===== src/rtl/dimm_pkg.sv =====
// rtl/dimm_pkg.sv - shared command, violation and bank-state encodings for the DIMM tracker
//
// Purpose: common typedefs used by dimm_cmd_tracker and bank_timer.
// Ports:   none (package).

package dimm_pkg;

  // Decoded DDR4 command, as reported on cmd_code.
  typedef enum logic [3:0] {
    CMD_NOP  = 4'd0,
    CMD_ACT  = 4'd1,
    CMD_RD   = 4'd2,
    CMD_RDA  = 4'd3,
    CMD_WR   = 4'd4,
    CMD_WRA  = 4'd5,
    CMD_PRE  = 4'd6,
    CMD_PREA = 4'd7,
    CMD_REF  = 4'd8,
    CMD_SRE  = 4'd9,
    CMD_MRS  = 4'd10
  } cmd_e;

  // Timing / protocol violation, as reported on viol_code.
  typedef enum logic [2:0] {
    VIOL_NONE     = 3'd0,
    VIOL_MULTI_CS = 3'd1,
    VIOL_ACT_BUSY = 3'd2,
    VIOL_NOT_OPEN = 3'd3,
    VIOL_TRCD     = 3'd4,
    VIOL_TRAS     = 3'd5,
    VIOL_REF_BUSY = 3'd6
  } viol_e;

  typedef enum logic [1:0] {
    BS_IDLE        = 2'd0,
    BS_ACTIVATING  = 2'd1,
    BS_ACTIVE      = 2'd2,
    BS_PRECHARGING = 2'd3
  } bank_state_e;

endpackage


===== src/rtl/bank_timer.sv =====
// rtl/bank_timer.sv - one bank's state machine with tRCD/tRAS/tRP counters
//
// Purpose: tracks IDLE/ACTIVATING/ACTIVE/PRECHARGING for a single rank x bank.
// Ports:
//   ck_t, reset_n   command clock, async active-low reset
//   cmd             decoded command of this cycle
//   hit             command addresses this bank on the selected rank
//   rank_hit        this bank's rank is the (single) selected rank
//   commit          command is legal and takes effect
//   eff_state       state as seen by a command on this edge
//   ras_busy        tRAS still running
//   is_open         registered state is ACTIVE

module bank_timer
  import dimm_pkg::*;
#(
  parameter int TRCD = 16,
  parameter int TRP  = 16,
  parameter int TRAS = 39,
  parameter int CNTW = 8
) (
  input  logic        ck_t,
  input  logic        reset_n,
  input  cmd_e        cmd,
  input  logic        hit,
  input  logic        rank_hit,
  input  logic        commit,
  output bank_state_e eff_state,
  output logic        ras_busy,
  output logic        is_open
);

  bank_state_e     state;
  logic [CNTW-1:0] rcd;
  logic [CNTW-1:0] ras;
  logic [CNTW-1:0] rp;
  logic            do_act;
  logic            do_pre;

  // A timed state whose counter has already expired behaves as its successor,
  // so a command on the very edge the FSM advances is judged by that successor.
  always_comb begin
    eff_state = state;
    if (state == BS_ACTIVATING && rcd == '0)
      eff_state = BS_ACTIVE;
    else if (state == BS_PRECHARGING && rp == '0)
      eff_state = BS_IDLE;
  end

  assign ras_busy = (ras != '0);
  assign is_open  = (state == BS_ACTIVE);

  assign do_act = commit && hit && (cmd == CMD_ACT) && (eff_state == BS_IDLE);

  // PRE to an idle/precharging bank is a legal no-op, hence the ACTIVE guard.
  assign do_pre = commit && (eff_state == BS_ACTIVE) &&
                  ((hit && (cmd == CMD_PRE || cmd == CMD_RDA || cmd == CMD_WRA)) ||
                   (rank_hit && cmd == CMD_PREA));

  always_ff @(posedge ck_t or negedge reset_n) begin
    if (!reset_n) begin
      state <= BS_IDLE;
      rcd   <= '0;
      ras   <= '0;
      rp    <= '0;
    end else begin
      state <= eff_state;
      rcd   <= (rcd != '0) ? rcd - CNTW'(1) : '0;
      ras   <= (ras != '0) ? ras - CNTW'(1) : '0;
      rp    <= (rp  != '0) ? rp  - CNTW'(1) : '0;
      if (do_act) begin
        state <= BS_ACTIVATING;
        rcd   <= CNTW'(TRCD - 1);
        ras   <= CNTW'(TRAS - 1);
      end
      if (do_pre) begin
        state <= BS_PRECHARGING;
        rp    <= CNTW'(TRP - 1);
      end
    end
  end

endmodule


===== src/rtl/dimm_cmd_tracker.sv =====
// rtl/dimm_cmd_tracker.sv - registered DDR4 command decode with per-bank timing checks
//
// Purpose: decodes one command per ck_t edge, tracks every rank x bank FSM and
//          reports the command plus any timing/protocol violation.
// Ports:
//   ck_t, reset_n          command clock, async active-low reset
//   cke, cs_n, act_n, A    DDR4 command pins (A16..A14 = RAS_n/CAS_n/WE_n, A10 = AP)
//   bg, ba                 bank group / bank
//   cmd_valid..cmd_col     registered decoded command (one-cycle)
//   viol, viol_code        registered violation pulse and cause
//   bank_open              per rank x bank ACTIVE flags, index rank*BANKS+bank

module dimm_cmd_tracker
  import dimm_pkg::*;
#(
  parameter int ADDRWIDTH     = 17,
  parameter int RANKS         = 2,
  parameter int BANKGROUPS    = 4,
  parameter int BANKSPERGROUP = 4,
  parameter int COLS          = 1024,
  parameter int TRCD          = 16,
  parameter int TRP           = 16,
  parameter int TRAS          = 39,
  parameter int CNTW          = 8
) (
  input  logic                                         ck_t,
  input  logic                                         reset_n,
  input  logic                                         cke,
  input  logic [RANKS-1:0]                             cs_n,
  input  logic                                         act_n,
  input  logic [ADDRWIDTH-1:0]                         A,
  input  logic [$clog2(BANKGROUPS)-1:0]                bg,
  input  logic [$clog2(BANKSPERGROUP)-1:0]             ba,
  output logic                                         cmd_valid,
  output logic [3:0]                                   cmd_code,
  output logic [$clog2(RANKS)-1:0]                     cmd_rank,
  output logic [$clog2(BANKGROUPS*BANKSPERGROUP)-1:0]  cmd_bank,
  output logic [ADDRWIDTH-1:0]                         cmd_row,
  output logic [$clog2(COLS)-1:0]                      cmd_col,
  output logic                                         viol,
  output logic [2:0]                                   viol_code,
  output logic [RANKS*BANKGROUPS*BANKSPERGROUP-1:0]    bank_open
);

  localparam int BANKS = BANKGROUPS * BANKSPERGROUP;
  localparam int NB    = RANKS * BANKS;
  localparam int RW    = $clog2(RANKS);
  localparam int BW    = $clog2(BANKS);
  localparam int CW    = $clog2(COLS);

  logic          single;
  logic          multi;
  logic [RW-1:0] sel_rank;
  logic [BW-1:0] flat_bank;
  logic [2:0]    op;
  cmd_e          dec_cmd;
  viol_e         vcode;
  logic          commit;

  bank_state_e   st [NB];
  logic [NB-1:0] ras_busy;
  logic [NB-1:0] hit;
  logic [NB-1:0] rank_hit;
  logic [NB-1:0] is_open;

  bank_state_e   tgt_st;
  logic          tgt_ras;
  logic          rank_ras;
  logic          rank_busy;

  assign single    = $onehot(~cs_n);
  assign multi     = !single && !(&cs_n);
  assign flat_bank = BW'(bg) * BW'(BANKSPERGROUP) + BW'(ba);
  assign op        = A[ADDRWIDTH-1 -: 3];

  always_comb begin
    sel_rank = '0;
    for (int r = 0; r < RANKS; r++)
      if (!cs_n[r]) sel_rank = RW'(r);
  end

  always_comb begin
    dec_cmd = CMD_NOP;
    if (!act_n) begin
      dec_cmd = CMD_ACT;
    end else begin
      case (op)
        3'b101:  dec_cmd = A[10] ? CMD_RDA  : CMD_RD;
        3'b100:  dec_cmd = A[10] ? CMD_WRA  : CMD_WR;
        3'b010:  dec_cmd = A[10] ? CMD_PREA : CMD_PRE;
        3'b001:  dec_cmd = cke   ? CMD_REF  : CMD_SRE;
        3'b000:  dec_cmd = CMD_MRS;
        default: dec_cmd = CMD_NOP;
      endcase
    end
  end

  for (genvar r = 0; r < RANKS; r++) begin : g_rank
    for (genvar b = 0; b < BANKS; b++) begin : g_bank
      localparam int I = r * BANKS + b;

      assign rank_hit[I] = single && (sel_rank == RW'(r));
      assign hit[I]      = rank_hit[I] && (flat_bank == BW'(b));

      bank_timer #(
        .TRCD (TRCD),
        .TRP  (TRP),
        .TRAS (TRAS),
        .CNTW (CNTW)
      ) u_timer (
        .ck_t      (ck_t),
        .reset_n   (reset_n),
        .cmd       (dec_cmd),
        .hit       (hit[I]),
        .rank_hit  (rank_hit[I]),
        .commit    (commit),
        .eff_state (st[I]),
        .ras_busy  (ras_busy[I]),
        .is_open   (is_open[I])
      );
    end
  end

  // Gather the addressed bank and the selected rank's aggregate status.
  always_comb begin
    tgt_st    = BS_IDLE;
    tgt_ras   = 1'b0;
    rank_ras  = 1'b0;
    rank_busy = 1'b0;
    for (int i = 0; i < NB; i++) begin
      if (hit[i]) begin
        tgt_st  = st[i];
        tgt_ras = ras_busy[i];
      end
      if (rank_hit[i]) begin
        rank_ras = rank_ras | ras_busy[i];
        if (st[i] != BS_IDLE) rank_busy = 1'b1;
      end
    end
  end

  always_comb begin
    vcode = VIOL_NONE;
    case (dec_cmd)
      CMD_ACT:
        if (tgt_st != BS_IDLE) vcode = VIOL_ACT_BUSY;
      CMD_RD, CMD_WR, CMD_RDA, CMD_WRA:
        if (tgt_st == BS_ACTIVATING)
          vcode = VIOL_TRCD;
        else if (tgt_st != BS_ACTIVE)
          vcode = VIOL_NOT_OPEN;
        else if ((dec_cmd == CMD_RDA || dec_cmd == CMD_WRA) && tgt_ras)
          vcode = VIOL_TRAS;
      CMD_PRE:
        if (tgt_ras) vcode = VIOL_TRAS;
      CMD_PREA:
        if (rank_ras) vcode = VIOL_TRAS;
      CMD_REF, CMD_SRE, CMD_MRS:
        if (rank_busy) vcode = VIOL_REF_BUSY;
      default: vcode = VIOL_NONE;
    endcase
  end

  // Any violation freezes every bank FSM for this edge.
  assign commit = single && (vcode == VIOL_NONE);

  always_ff @(posedge ck_t or negedge reset_n) begin
    if (!reset_n) begin
      cmd_valid <= 1'b0;
      cmd_code  <= CMD_NOP;
      cmd_rank  <= '0;
      cmd_bank  <= '0;
      cmd_row   <= '0;
      cmd_col   <= '0;
      viol      <= 1'b0;
      viol_code <= VIOL_NONE;
    end else begin
      cmd_valid <= single && (dec_cmd != CMD_NOP);
      viol      <= multi || (single && vcode != VIOL_NONE);
      if (single && dec_cmd != CMD_NOP) begin
        cmd_code  <= dec_cmd;
        cmd_rank  <= sel_rank;
        cmd_bank  <= flat_bank;
        cmd_row   <= A;
        cmd_col   <= A[CW-1:0];
        viol_code <= vcode;
      end else begin
        cmd_code  <= CMD_NOP;
        cmd_rank  <= '0;
        cmd_bank  <= '0;
        cmd_row   <= '0;
        cmd_col   <= '0;
        viol_code <= multi ? VIOL_MULTI_CS : VIOL_NONE;
      end
    end
  end

  assign bank_open = is_open;

endmodule

===== config.mk =====
export PLATFORM = sky130hd
export DESIGN_NAME = dimm_cmd_tracker
export DESIGN_NICKNAME = d
export VERILOG_FILES = /design/src/rtl/dimm_pkg.sv /design/src/rtl/bank_timer.sv /design/src/rtl/dimm_cmd_tracker.sv
export SDC_FILE = /design/constraint.sdc
export NUM_CORES = 2
export LEC_CHECK = 0
export BUFFER_PORTS_ARGS = -buffer_cell sky130_fd_sc_hd__buf_4
export CORE_AREA = 2 2 393 395
export DETAILED_ROUTE_END_ITERATION = 6
export DIE_AREA = 0 0 395 397
export GPL_TIMING_DRIVEN = 0
export PLACE_DENSITY = 0.44
export SLEW_MARGIN = 10
export SYNTH_ARGS = -nofsm -noshare
export SYNTH_HDL_FRONTEND = slang
export SYNTH_SLANG_ARGS = --single-unit

===== constraint.sdc =====
create_clock -name ck_t -period 13.75 [get_ports ck_t]
set_clock_uncertainty 0.05 [all_clocks]
set_input_delay 2.0625 -clock ck_t [delete_from_list [all_inputs] [get_ports ck_t]]
set_output_delay 2.0625 -clock ck_t [all_outputs]
set_load 0.02 [all_outputs]

==> out/metrics.yaml <==
outcome: "completed"
yosysTopAreaCellShare_pct: 49.05
crit_path_frequent_cell: "clkbuf_1"
grt_first_pass_wirelength_mm: 199.2
firstDrtPassIters: 5
cts.path.max_buffers: 3
ys_async_sr_fraction_pct: 100.0
finalHoldViolCount: 0
nNetsFinal: 4995
post_cts_buffers: 0
p_int_mw: 4.805
drc: 0
switching_share_pct: 27.67
cp-end-kind: "flip-flop"
slowest_delay_ns: 0.93
clockPowerShare_pct: 41.5
setup_violations: 0
reg2reg_depth: 17
path_max_fanout: 10
rsz0062_at_grt: "false"
relSlewSlack_pct: 19.49
leakage_nw: 19.81
synthCells: 4644
cp_data_arrival_time_ns: 9.37
pin_count: 100
yosysMostFrequentCell: "dfrtp_1"
start_util_pct: 28.78
synth_cell_type_count: 88
cts_root_buf: "clkbuf_16"
required_ns: 14.30
setup_slack_ns: 4.933
syn_avg_cell_area_um2: 9.481
drv_cap: 0
globalRouteTotalUtil_pct: 16.14
worst_path_max_delay_cell: "clkbuf_1"
fp.dieW_um: 395
antenna_found_initial: 12
tightest_slew_ns: 1.208
min_period_ns: 8.817
instances_no_fill: 6976
p_seq_share_pct: 45.5
num_rows: 144
power.density_mw_per_mm2: 130.3
synth_area_leader_cell: "dfrtp_1"
ant_nets: 0
vias: 34500
clk_pin_slew_ns: 0.06
first_global_vias: 33450
grt_max_degree: 138
vdd_drop_max_mv: 0.08673
power_switching_mw: 1.838
die_y_um: 397
clk_latency_ns: 0.72
synth_area_mm2: 0.04403
synth_edf_count: 0
vias_per_cell: 4.945
critPathLaunchType: "input port"
ff2ff_setup_slack_ns: 6.60
stdcell_area_mm2: 0.05100
crit_chain: "buf_4 -> clkbuf_1 -> clkbuf_1 -> inv_1 -> o211ai_1 -> o41ai_1 -> a211oi_1 -> nor4b_1 -> a2111oi_0 -> o21ai_0 -> a211o_1 -> a32oi_1 -> ha_1 -> and3_1 -> clkbuf_1 -> clkbuf_2 -> clkbuf_1 -> nand3_1 -> nand2_1 -> nor2_1"
hold_buffers: 0
dp_cells: 6796
layout-drive-gt1-share_pct: 9.414
numPortBuffers: 97
htree_num_levels: 3
fmax_mhz: 113.4
wl_per_cell_um: 18.17
place_area_mm2: 0.04760
overflow: 0
design.core.area_mm2: 0.1530
dp_hpwl_mm: 90.70
min_path_type: "reg -> reg"
holdWs_ns: 0.4036
place.gp.congestion: 0.8584
cts_made_buffers: 103
critPathTopFamily: "buffers and inverters"
cts_tree: "built"
fill_cells: 15590
drv_slew: 0
drt_iter0_markers: 2172
yosysSeqAreaShare_pct: 49.05
drt-total-wl_mm: 126.7
syn-num-nets: 4782
path_buf_inv: 7
worst-path-stages: 20
finalCritPeriodShare_pct: 64.12
pre_cts_ws_ns: 3.871
tns_ns: 0
criticalPathCategory: "in -> reg"
syn_to_final_growth_pct: 15.83
min_path_cells: 1
synthFlopType: "dfrtp_1"
die_area_mm2: 0.1568
synthTopCellsByArea: "dfrtp_1 49%, xnor2_1 4.9%, o21ai_0 4.9%, nor2_1 4.1%, nor3_1 3.8%"
synth_warnings: 0
cts_sinks: 863
synth_common_cells: "863 x dfrtp_1, 484 x nor2_1, 427 x o21ai_0"
p_comb_share_pct: 13.0
cts_resized: 0
synth.ff_latch_count: 863
-- per-stage QoR --
| step | power [mW] | utilization, % |
|---|---|---|
| after floorplan | 3.618 | - |
| after global placement | 3.909 | 30.93 |
| after detailed placement | 3.932 | 31.12 |
| after CTS | 6.759 | 33.32 |
| after global routing | 7.014 | 33.34 |
| final | 6.644 | 33.34 |
-- cells in the final DEF, fill, tap and decap left out, types with 60 or more instances in the layout --
master | synthesis | routed
dfrtp_1 | 863 | 863
nor2_1 | 484 | 483
o21ai_0 | 427 | 427
nor3_1 | 333 | 329
a21oi_1 | 274 | 274
nand2_1 | 270 | 270
inv_1 | 251 | 251
xnor2_1 | 248 | 248
nand3_1 | 163 | 163
buf_4 | 50 | 148
ha_1 | 111 | 111
clkbuf_16 | 0 | 105
clkbuf_1 | 80 | 95
nor3b_1 | 84 | 83
xor2_1 | 74 | 74
nor2b_1 | 73 | 73
and3_1 | 73 | 73
mux2i_1 | 64 | 64
or3_1 | 60 | 60
-- path summary, 6_finish.rpt --
check | start | endpoint
min in group asynchronous | reset_n | g_rank[1].g_bank[6].u_timer.rcd[0]
worst min-delay path | g_rank[0].g_bank[0].u_timer.ras[0] | g_rank[0].g_bank[0].u_timer.ras[0]
worst max register to register | g_rank[0].g_bank[12].u_timer.rp[3] | g_rank[0].g_bank[1].u_timer.rcd[5]
max in group asynchronous | reset_n | g_rank[0].g_bank[11].u_timer.rp[6]
worst max-delay path | bg[1] | g_rank[0].g_bank[1].u_timer.rcd[5]
worst min register to register | g_rank[0].g_bank[0].u_timer.ras[0] | g_rank[0].g_bank[0].u_timer.ras[0]
-- kinds of logic (layout without fill, tap and decap cells) --
| kind of cell | count (synthesis) | in the layout | synth area share (%) |
|---|---|---|---|
| AOI/OAI and AO/OA | 949 | 949 | 12.36 |
| xor gates and xnor gates | 322 | 322 | 6.405 |
| adders and majority gates | 111 | 111 | 3.154 |
| buffers and inverters | 393 | 678 | 3.797 |
| DFF | 863 | 863 | 49.05 |
| muxes | 73 | 73 | 1.685 |
| other | 0 | 3 | 0 |
| and+or+nand+nor | 1933 | 1933 | 23.54 |
-- layer usage --
metal | track usage (%) | part of all wire, % | up-vias
met4 | 5.323 | 2.9 | 8
met5 | 0 | 0.039 | -
met2 | 24.12 | 43 | 639
met3 | 2.937 | 5.1 | 186
met1 | 23.42 | 49 | 16870
li1 | - | - | 16800
-- area by class of cell --
type | count | area, um^2 | area share [%]
flip-flops and latches | 863 | 21600 | 42.35
multi-input cells | 3388 | 20830 | 40.85
clock buffers | 147 | 3015 | 5.913
clock inverters | 30 | 354.1 | 0.6943
inverters | 251 | 942.2 | 1.847
diodes | 3 | 7.507 | 0.01472
repair buffers | 108 | 958.4 | 1.879
plain buffers | 142 | 735.7 | 1.443
well taps | 2044 | 2557 | 5.015
-- state kept, by name (all words and copies together) (netlist names), 3 cells and up --
name	cells
cmd_code	4
viol_code	3
g_rank.g_bank.u_timer.rcd	256
cmd_col	9
g_rank.g_bank.u_timer.ras	256
g_rank.g_bank.u_timer.state	64
g_rank.g_bank.u_timer.rp	256
cmd_row	8
cmd_bank	4
-- power by group through the flow --
stage	clock (mW)	combinational (mW)	sequential, mW
4_1_cts	2.86	0.873	3.02
3_5_place_dp	0	0.870	3.06
6_report	2.76	0.861	3.02
3_3_place_gp	0	0.846	3.06
2_1_floorplan	0	0.599	3.02
5_1_grt	2.97	0.983	3.06
No activity file was read; power rests on OpenSTA's default activity.
